### src/rtl/aes_decipher_sched.sv
// Purpose: sequences an AES decipher core (AES128/AES256) and serves round keys from a 15-entry key file.
// Latency: input accept at T -> core_next at T+1; out_valid the cycle after core_ready is seen in RUN.
// Backpressure: in_ready is high only in IDLE; a result is held in DONE until out_ready.
module aes_decipher_sched #(
  parameter int NKEYS    = 15,
  parameter int WDOG_MAX = 31
) (
  input  logic         clk,
  input  logic         rst_n,
  input  logic         i_key_we,
  input  logic [3:0]   i_key_addr,
  input  logic [127:0] i_key_wdata,
  input  logic         i_in_valid,
  output logic         o_in_ready,
  input  logic         i_in_keylen,
  input  logic [127:0] i_in_block,
  output logic         o_out_valid,
  input  logic         i_out_ready,
  output logic [127:0] o_out_block,
  output logic         o_out_err,
  output logic         o_core_next,
  output logic         o_core_keylen,
  output logic [127:0] o_core_block,
  input  logic [3:0]   i_core_round,
  output logic [127:0] o_core_round_key,
  input  logic [127:0] i_core_new_block,
  input  logic         i_core_ready,
  output logic         o_busy
);

  localparam logic [1:0] S_IDLE  = 2'd0;
  localparam logic [1:0] S_START = 2'd1;
  localparam logic [1:0] S_RUN   = 2'd2;
  localparam logic [1:0] S_DONE  = 2'd3;

  // The watchdog is compared before its increment, so the timeout fires in
  // the WDOG_MAX-th RUN cycle (counter holds n-1 during RUN cycle n).
  localparam logic [4:0] WDOG_LAST = 5'(WDOG_MAX - 1);

  logic [1:0]       r_state;
  logic [4:0]       r_wdog;
  logic [127:0]     r_key_file [NKEYS];
  logic [NKEYS-1:0] r_key_loaded;
  logic [127:0]     r_core_block;
  logic             r_core_keylen;
  logic [127:0]     r_out_block;
  logic             r_out_err;

  logic             w_key_addr_ok;
  logic             w_key_wr;
  logic             w_keys_ok;
  logic [127:0]     w_round_key;

  // Key writes are only honoured while idle so the core never sees a key change mid-run.
  assign w_key_addr_ok = (int'(i_key_addr) < NKEYS);
  assign w_key_wr      = i_key_we && (r_state == S_IDLE) && w_key_addr_ok;

  // AES128 needs rounds 0..10, AES256 needs 0..14; keylen is taken from the offered block.
  assign w_keys_ok = i_in_keylen ? (&r_key_loaded[14:0]) : (&r_key_loaded[10:0]);

  // Round-key lookup indexed by the core's round counter; out-of-range rounds read as zero.
  always_comb begin
    w_round_key = '0;
    if (int'(i_core_round) < NKEYS) begin
      w_round_key = r_key_file[i_core_round];
    end
  end

  // Key file and per-entry loaded flags; both are wiped by reset.
  always_ff @(posedge clk or negedge rst_n) begin
    if (!rst_n) begin
      for (int i = 0; i < NKEYS; i++) begin
        r_key_file[i] <= '0;
      end
      r_key_loaded <= '0;
    end else if (w_key_wr) begin
      r_key_file[i_key_addr]   <= i_key_wdata;
      r_key_loaded[i_key_addr] <= 1'b1;
    end
  end

  // Control FSM: accept block, kick core, wait for ready or watchdog, hold result until taken.
  always_ff @(posedge clk or negedge rst_n) begin
    if (!rst_n) begin
      r_state       <= S_IDLE;
      r_wdog        <= '0;
      r_core_block  <= '0;
      r_core_keylen <= 1'b0;
      r_out_block   <= '0;
      r_out_err     <= 1'b0;
    end else begin
      case (r_state)
        S_IDLE: begin
          if (i_in_valid) begin
            r_core_block  <= i_in_block;
            r_core_keylen <= i_in_keylen;
            if (w_keys_ok) begin
              r_state <= S_START;
            end else begin
              // Missing keys: report straight away without starting the core.
              r_out_err   <= 1'b1;
              r_out_block <= '0;
              r_state     <= S_DONE;
            end
          end
        end
        S_START: begin
          r_wdog  <= '0;
          r_state <= S_RUN;
        end
        S_RUN: begin
          r_wdog <= r_wdog + 5'd1;
          // A ready seen on the last watchdog cycle still counts as a good result.
          if (i_core_ready) begin
            r_out_block <= i_core_new_block;
            r_out_err   <= 1'b0;
            r_state     <= S_DONE;
          end else if (r_wdog == WDOG_LAST) begin
            r_out_block <= '0;
            r_out_err   <= 1'b1;
            r_state     <= S_DONE;
          end
        end
        S_DONE: begin
          if (i_out_ready) begin
            r_state <= S_IDLE;
          end
        end
        default: r_state <= S_IDLE;
      endcase
    end
  end

  assign o_in_ready       = (r_state == S_IDLE);
  assign o_out_valid      = (r_state == S_DONE);
  assign o_core_next      = (r_state == S_START);
  assign o_busy           = (r_state != S_IDLE);
  assign o_out_block      = r_out_block;
  assign o_out_err        = r_out_err;
  assign o_core_keylen    = r_core_keylen;
  assign o_core_block     = r_core_block;
  assign o_core_round_key = w_round_key;

endmodule

### config.mk
export PLATFORM = sky130hd
export DESIGN_NAME = aes_decipher_sched
export DESIGN_NICKNAME = d
export VERILOG_FILES = /design/src/rtl/aes_decipher_sched.sv
export SDC_FILE = /design/constraint.sdc
export NUM_CORES = 2
export LEC_CHECK = 0
export BUFFER_PORTS_ARGS = -buffer_cell sky130_fd_sc_hd__buf_2
export CORE_UTILIZATION = 30
export CTS_CLUSTER_SIZE = 28
export DETAILED_ROUTE_END_ITERATION = 10
export GPL_ROUTABILITY_DRIVEN = 0
export SLEW_MARGIN = 30
export SYNTH_ARGS = -nofsm -noshare
export SYNTH_HDL_FRONTEND = slang
export SYNTH_SLANG_ARGS = --single-unit
### constraint.sdc
create_clock -name clk -period 3.4 [get_ports clk]
set_clock_uncertainty 0.2 [all_clocks]
set_input_delay 0.85 -clock clk [delete_from_list [all_inputs] [get_ports clk]]
set_output_delay 0.85 -clock clk [all_outputs]
set_load 0.05 [all_outputs]
Yosys cells after proc, flatten, opt, wreduce, memory -nomap -nowiden
Cells that the tools add are included.
{ "totals": {"regBits": 2200, "elab_cells": 81, "out_inout_bits": 390} }
{ "op_classes": {"n_bitwise": 3, "n_lt_le_gt_ge": 7, "mux": 27, "n_addsub": 1, "n_reduce_logical": 13, "n_eq_ne": 8} }
{ "ops": {"columns": ["op", "n"], "rows": [
  ["bitwise mux 1920 bit", 1],
  ["2-to-1 mux 128 bit", 8],
  ["binary-select mux 128 bit (select 4 bit)", 1],
  ["demux 128 bit (select 4 bit)", 1],
  ["case mux 128 bit (2 select lines)", 1],
  ["bitwise OR 15 bit", 1],
  ["AND reduction 15 bit", 1],
  ["AND reduction 11 bit", 1],
  ["greater-or-equal comparator 5 bit (second input constant)", 2],
  ["2-to-1 mux 2 bit", 5],
  ["NOT 4 -> 5 bit", 2],
  ["case mux 5 bit (2 select lines)", 1],
  ["less-than comparator 4 bit (second input constant)", 2],
  ["case mux 2 bit (4 select lines)", 1],
  ["2-to-1 mux 1 bit", 6],
  ["nonzero test 2 bit", 3],
  ["adder 5 x 1 -> 5 bit (second input constant)", 1],
  ["== test 5 bit (second input constant)", 1],
  ["less-than comparator 4 x 5 -> 1 bit (second input constant)", 1],
  ["less-than comparator 5 x 1 -> 1 bit (second input constant)", 1],
  ["demux 1 bit (select 4 bit)", 1],
  ["== test 2 bit (second input constant)", 2],
  ["greater-or-equal comparator 4 x 1 -> 1 bit (second input constant)", 1],
  ["logical AND 1 bit", 4],
  ["other kinds (9)", 10]
]} }

Logic depth before layout (Yosys ltp)
{ "depth": {"word_depth": 6, "ltp_mapped": 9, "mapped_depth_nobuf": 6} }

Least setup slack after synthesis
OpenSTA, ideal clock, no wires.
{ "synth_path": {"path_kind": "in2out", "startpoint": "in i_core_round[3]", "endpoint": "out o_core_round_key[101]", "path_buffers": 3, "arrival_time_ns": 2.956, "cell_stages": 5, "path_slack_ns": -0.606, "cell_sequence": "buf_2 clkbuf_1 buf_1 mux2i_1 o21ai_0"} }
{ "synth_between": {"elab_chain_cells": 5, "elab_cells_between_ends": 6} }
{ "synth_lines": {"columns": ["item", "line_no", "source"], "rows": [
  ["start, declared", "24", "input logic [3:0] i_core_round,"],
  ["NOT 4 -> 5 bit (implied by the code)", "65", "w_round_key = r_key_file[i_core_round];"],
  ["binary-select mux 128 bit (select 4 bit)", "65", null],
  ["2-to-1 mux 128 bit (implied by the code) (2 in a row)", "65", null],
  ["2-to-1 mux 128 bit *", "64", "if (int'(i_core_round) < NKEYS) begin"],
  ["end, declared", "25", "output logic [127:0] o_core_round_key,"]
]} }
Every way passes the cells marked *; elsewhere a longest branch is shown, timed or not. The select of a mux whose other input is x is not followed.

Final worst setup path
{ "layout_path": {"startpoint": "in i_core_round[0]", "endpoint": "out o_core_round_key[120]"} }
The elaborated chain is that of the path after synthesis.

==> metrics.md <==
| Metric | Value |
|---|---|
| Worst-margin pin slew | 0.8615 ns |
| Post-layout total power | 101.2 mW |
| Syn Area/Cell | 14.55 um^2 |
| Vias in the first global route | 68965 |
| Mapped Cells | 6746 |
| Final worst-path cycle share | 106.5% |
| PwrDens | 798.2 nW/um^2 |
| Fin. Hold Viols | 0 |
| Setup crit end kind | output pin |
| Final core utilization | 39.04% |
| Fraction of layout cells with a size suffix above 1 | 48.48% |
| IO Pins | 789 |
| Num CTS Buffers | 245 |
| Fmax | 0.2763 GHz |
| Relative slew slack | 42.57% |
| 1st-pass router iterations | 7 |
| Global-route wire length before repair | 488400 um |
| Post-DP HPWL | 211800 um |
| Area leader, netlist | dfrtp_1 |
| Vias | 64885 |
| WP buf/inv | 6 |
| Die area | 329500 um^2 |
| Status | complete, but fails checks |
| Depth of the CTS H-tree | 4 |
| Fillers | 30027 |
| Vias/cell | 5.168 |
| CP required | 2.35 ns |
| Wire per inst | 26.67 um |
| Critical path startpoint category | input port |
| Placed cells | 11684 |
| Largest cells by area after synthesis | dfrtp_1, mux2_2, mux2i_1 |
| Row count | 209 |
| Post-DRT Antenna Nets | 0 |
| Area occupied by multi-input gates | 40850 um^2 |
| Total track usage | 19.75% |
| FFs w/ async S/R, synth | 100.0% |
| Failing checks | negative setup slack |
| CP arrival | 2.57 ns |
| Synth cell types | 41 |
| Layout Nets | 8400 |
| Top_reg_cell synth | dfrtp_1 |
| RSZ-0062 raised after global routing | yes |
| Starting Density | 30.22% |
| Final std cells w/o fill | 12556 |
| Synth warn | 0 |
| Core box area | 324800 um^2 |
| Post-synthesis register bit count | 2200 |
| I/O Buffers | 788 |
| Setup slack after layout | -0.2196 ns |
| Max incr delay on CP | 0.49 ns |
| CP top delay family | buffers and inverters |
| Max Root-Sink Buffers | 4 |
| Top-area cell type share of the netlist area | 56.08% |
| Tmin final | 3.620 ns |
| Clock Tree Root | clkbuf_16 |
| Syn_nets | 7152 |
| Worst skew pair latency | 0.93 ns |
| Die extent in y | 574.0 um |
| Leakage | 60.60 nW |
| VDD IR max | 0.0008804 V |
| Final Max Slew Viols | 0 |
| Initial antenna violation count | 74 |
| Clock slew at reported path FFs | 0.06 ns |
| CTS tree | done |
| Worst hold path class | input port to flip-flop |
| Flip-flop and latch area | 55050 um^2 |
| Largest net degree at the start of global routing | 130 |
| Die width | 574.0 um |
| Mapped Area | 98170 um^2 |
| Post-synth EDFFs | 0 |
| Initial DRC Count | 4912 |
| Synthesis-to-layout area growth | 29.18% |
| Final WL | 334800 um |
| DRC | 0 |
| Gr ovfl total | 0 |
| CP max FO | 9 |
| Worst slack at placement | -0.4037 ns |
| Max-cap viol count | 0 |
| Critical path cell sequence | buf_16 > buf_16 > buf_12 > buf_16 > buf_12 > mux4_2 > mux2i_2 > o21ai_2 > buf_12 |
| Clk sinks | 2200 |
| Endpoints failing setup | 122 |
| Sequential share of the synthesized area | 56.08% |
| Slowest stage cell, crit path | mux4_2 |
| Setup CP Type | input port to output pin |
| Hold Slack | 0.08623 ns |
[final cells by class]
| class | count | area share [%] |
|---|---|---|
| flip-flops and latches | 2200 | 43.41 |
| multi-input cells | 3777 | 32.22 |
| inverters | 139 | 0.4114 |
| repair buffers | 1631 | 12.89 |
| well taps | 4325 | 4.267 |
| clock inverters | 98 | 1.105 |
| diodes | 34 | 0.06709 |
| clock buffers | 352 | 5.634 |
[layout by cell type, fill, tap and decap left out, drive strengths merged, types with 7 or more instances in the layout]
cell / Yosys / routed
dfrtp: 2200 / 2200
mux2: 1967 / 1967
buf: 330 / 1351
mux2i: 524 / 524
clkbuf: 300 / 372
dlygate4sd3: 0 / 252
mux4: 189 / 189
o21ai: 186 / 186
nand2: 179 / 179
o221ai: 173 / 173
inv: 139 / 146
a22o: 128 / 128
a22oi: 117 / 117
nand3: 89 / 89
clkinv: 0 / 52
a31oi: 45 / 45
nand2b: 43 / 43
diode: 0 / 34
a32o: 34 / 34
a221oi: 33 / 33
bufinv: 0 / 25
clkinvlp: 0 / 14
nor2: 13 / 13
o211ai: 11 / 11
or2: 10 / 10
bufbuf: 0 / 8
ha: 7 / 7
[cell usage after synthesis, types with 12 or more instances]
cell,count
a22o_1,128
mux2_1,236
nand2_1,179
dfrtp_1,2200
buf_2,262
buf_4,12
buf_1,27
nor2_1,13
a22oi_1,117
a31oi_1,45
mux2_2,1531
o21ai_0,186
a221oi_1,33
mux4_2,189
a32o_1,34
nand2b_1,43
buf_6,29
clkbuf_1,300
mux2i_1,524
nand3_1,89
mux2_4,200
inv_1,139
o221ai_1,173
[cell families after synthesis]
group / synth area share [%]
compound gates: 5.595
flops: 56.08
mux: 33.01
fa+ha+maj: 0.08922
buf+inv: 3.542
simple gates: 1.684
[worst min-delay path: stages]
cell and delay (ns):
buf_2 0.18, nand2_1 0.08, o21ai_0 0.07
[per-layer routing]
metal	wire length, um	share of wire (%)	global-route usage (%)	up-vias
met5	985	0.29	1.291	-
li1	-	-	-	27319
met4	9481	2.8	5.717	50
met1	146300	44	26.52	34853
met2	152600	46	30.53	2050
met3	25520	7.6	5.963	613
[final timing paths]
check | from | to | slack (ns) | cells after the start
worst max-delay path | i_core_round[0] | o_core_round_key[120] | -0.22 | 9
worst min-delay path | i_key_wdata[87] | r_key_file[215] | 0.09 | 3
worst max register to register | r_state[0] | r_key_file[1622] | 0.31 | 7
max in group asynchronous | rst_n | r_key_file[245] | 1.46 | 4
min in group asynchronous | rst_n | r_key_file[181] | 0.37 | 2
worst min register to register | r_key_loaded[7] | r_key_loaded[7] | 0.27 | 1
[state kept, by name, summed over array words and instances, names as in the netlist]
| signal | flops |
|---|---|
| r_wdog | 5 |
| o_core_keylen | 1 |
| r_key_file | 1920 |
| r_key_loaded | 15 |
| o_core_block | 128 |
| r_state | 2 |
| o_out_block | 128 |
| o_out_err | 1 |
[stage by stage]
stage,setup TNS (ns),instance area (um^2)
detailed placement,-30.87,111600
global route,-19.45,126800
CTS,-17.75,125100
floorplan,-0.3818,98500
global placement,-31.02,111600
finish,-14.76,126800
[what timing repair did]
action,in CTS,in global routing
hold buffers,252,0
setup endpoints to repair,129,130
endpoints found under the hold margin,267,0
pin swaps,39,50
gates resized for setup,264,186
gates cloned,29,18
buffers inserted,57,35
[where the power goes]
group | leakage [nW] | switching (mW) | internal, mW
Sequential | 28.8 | 5.57 | 36.2
Clock | 4.17 | 11.5 | 16.5
Combinational | 27.6 | 17.0 | 14.4
Power figures use the tool's default switching activity.
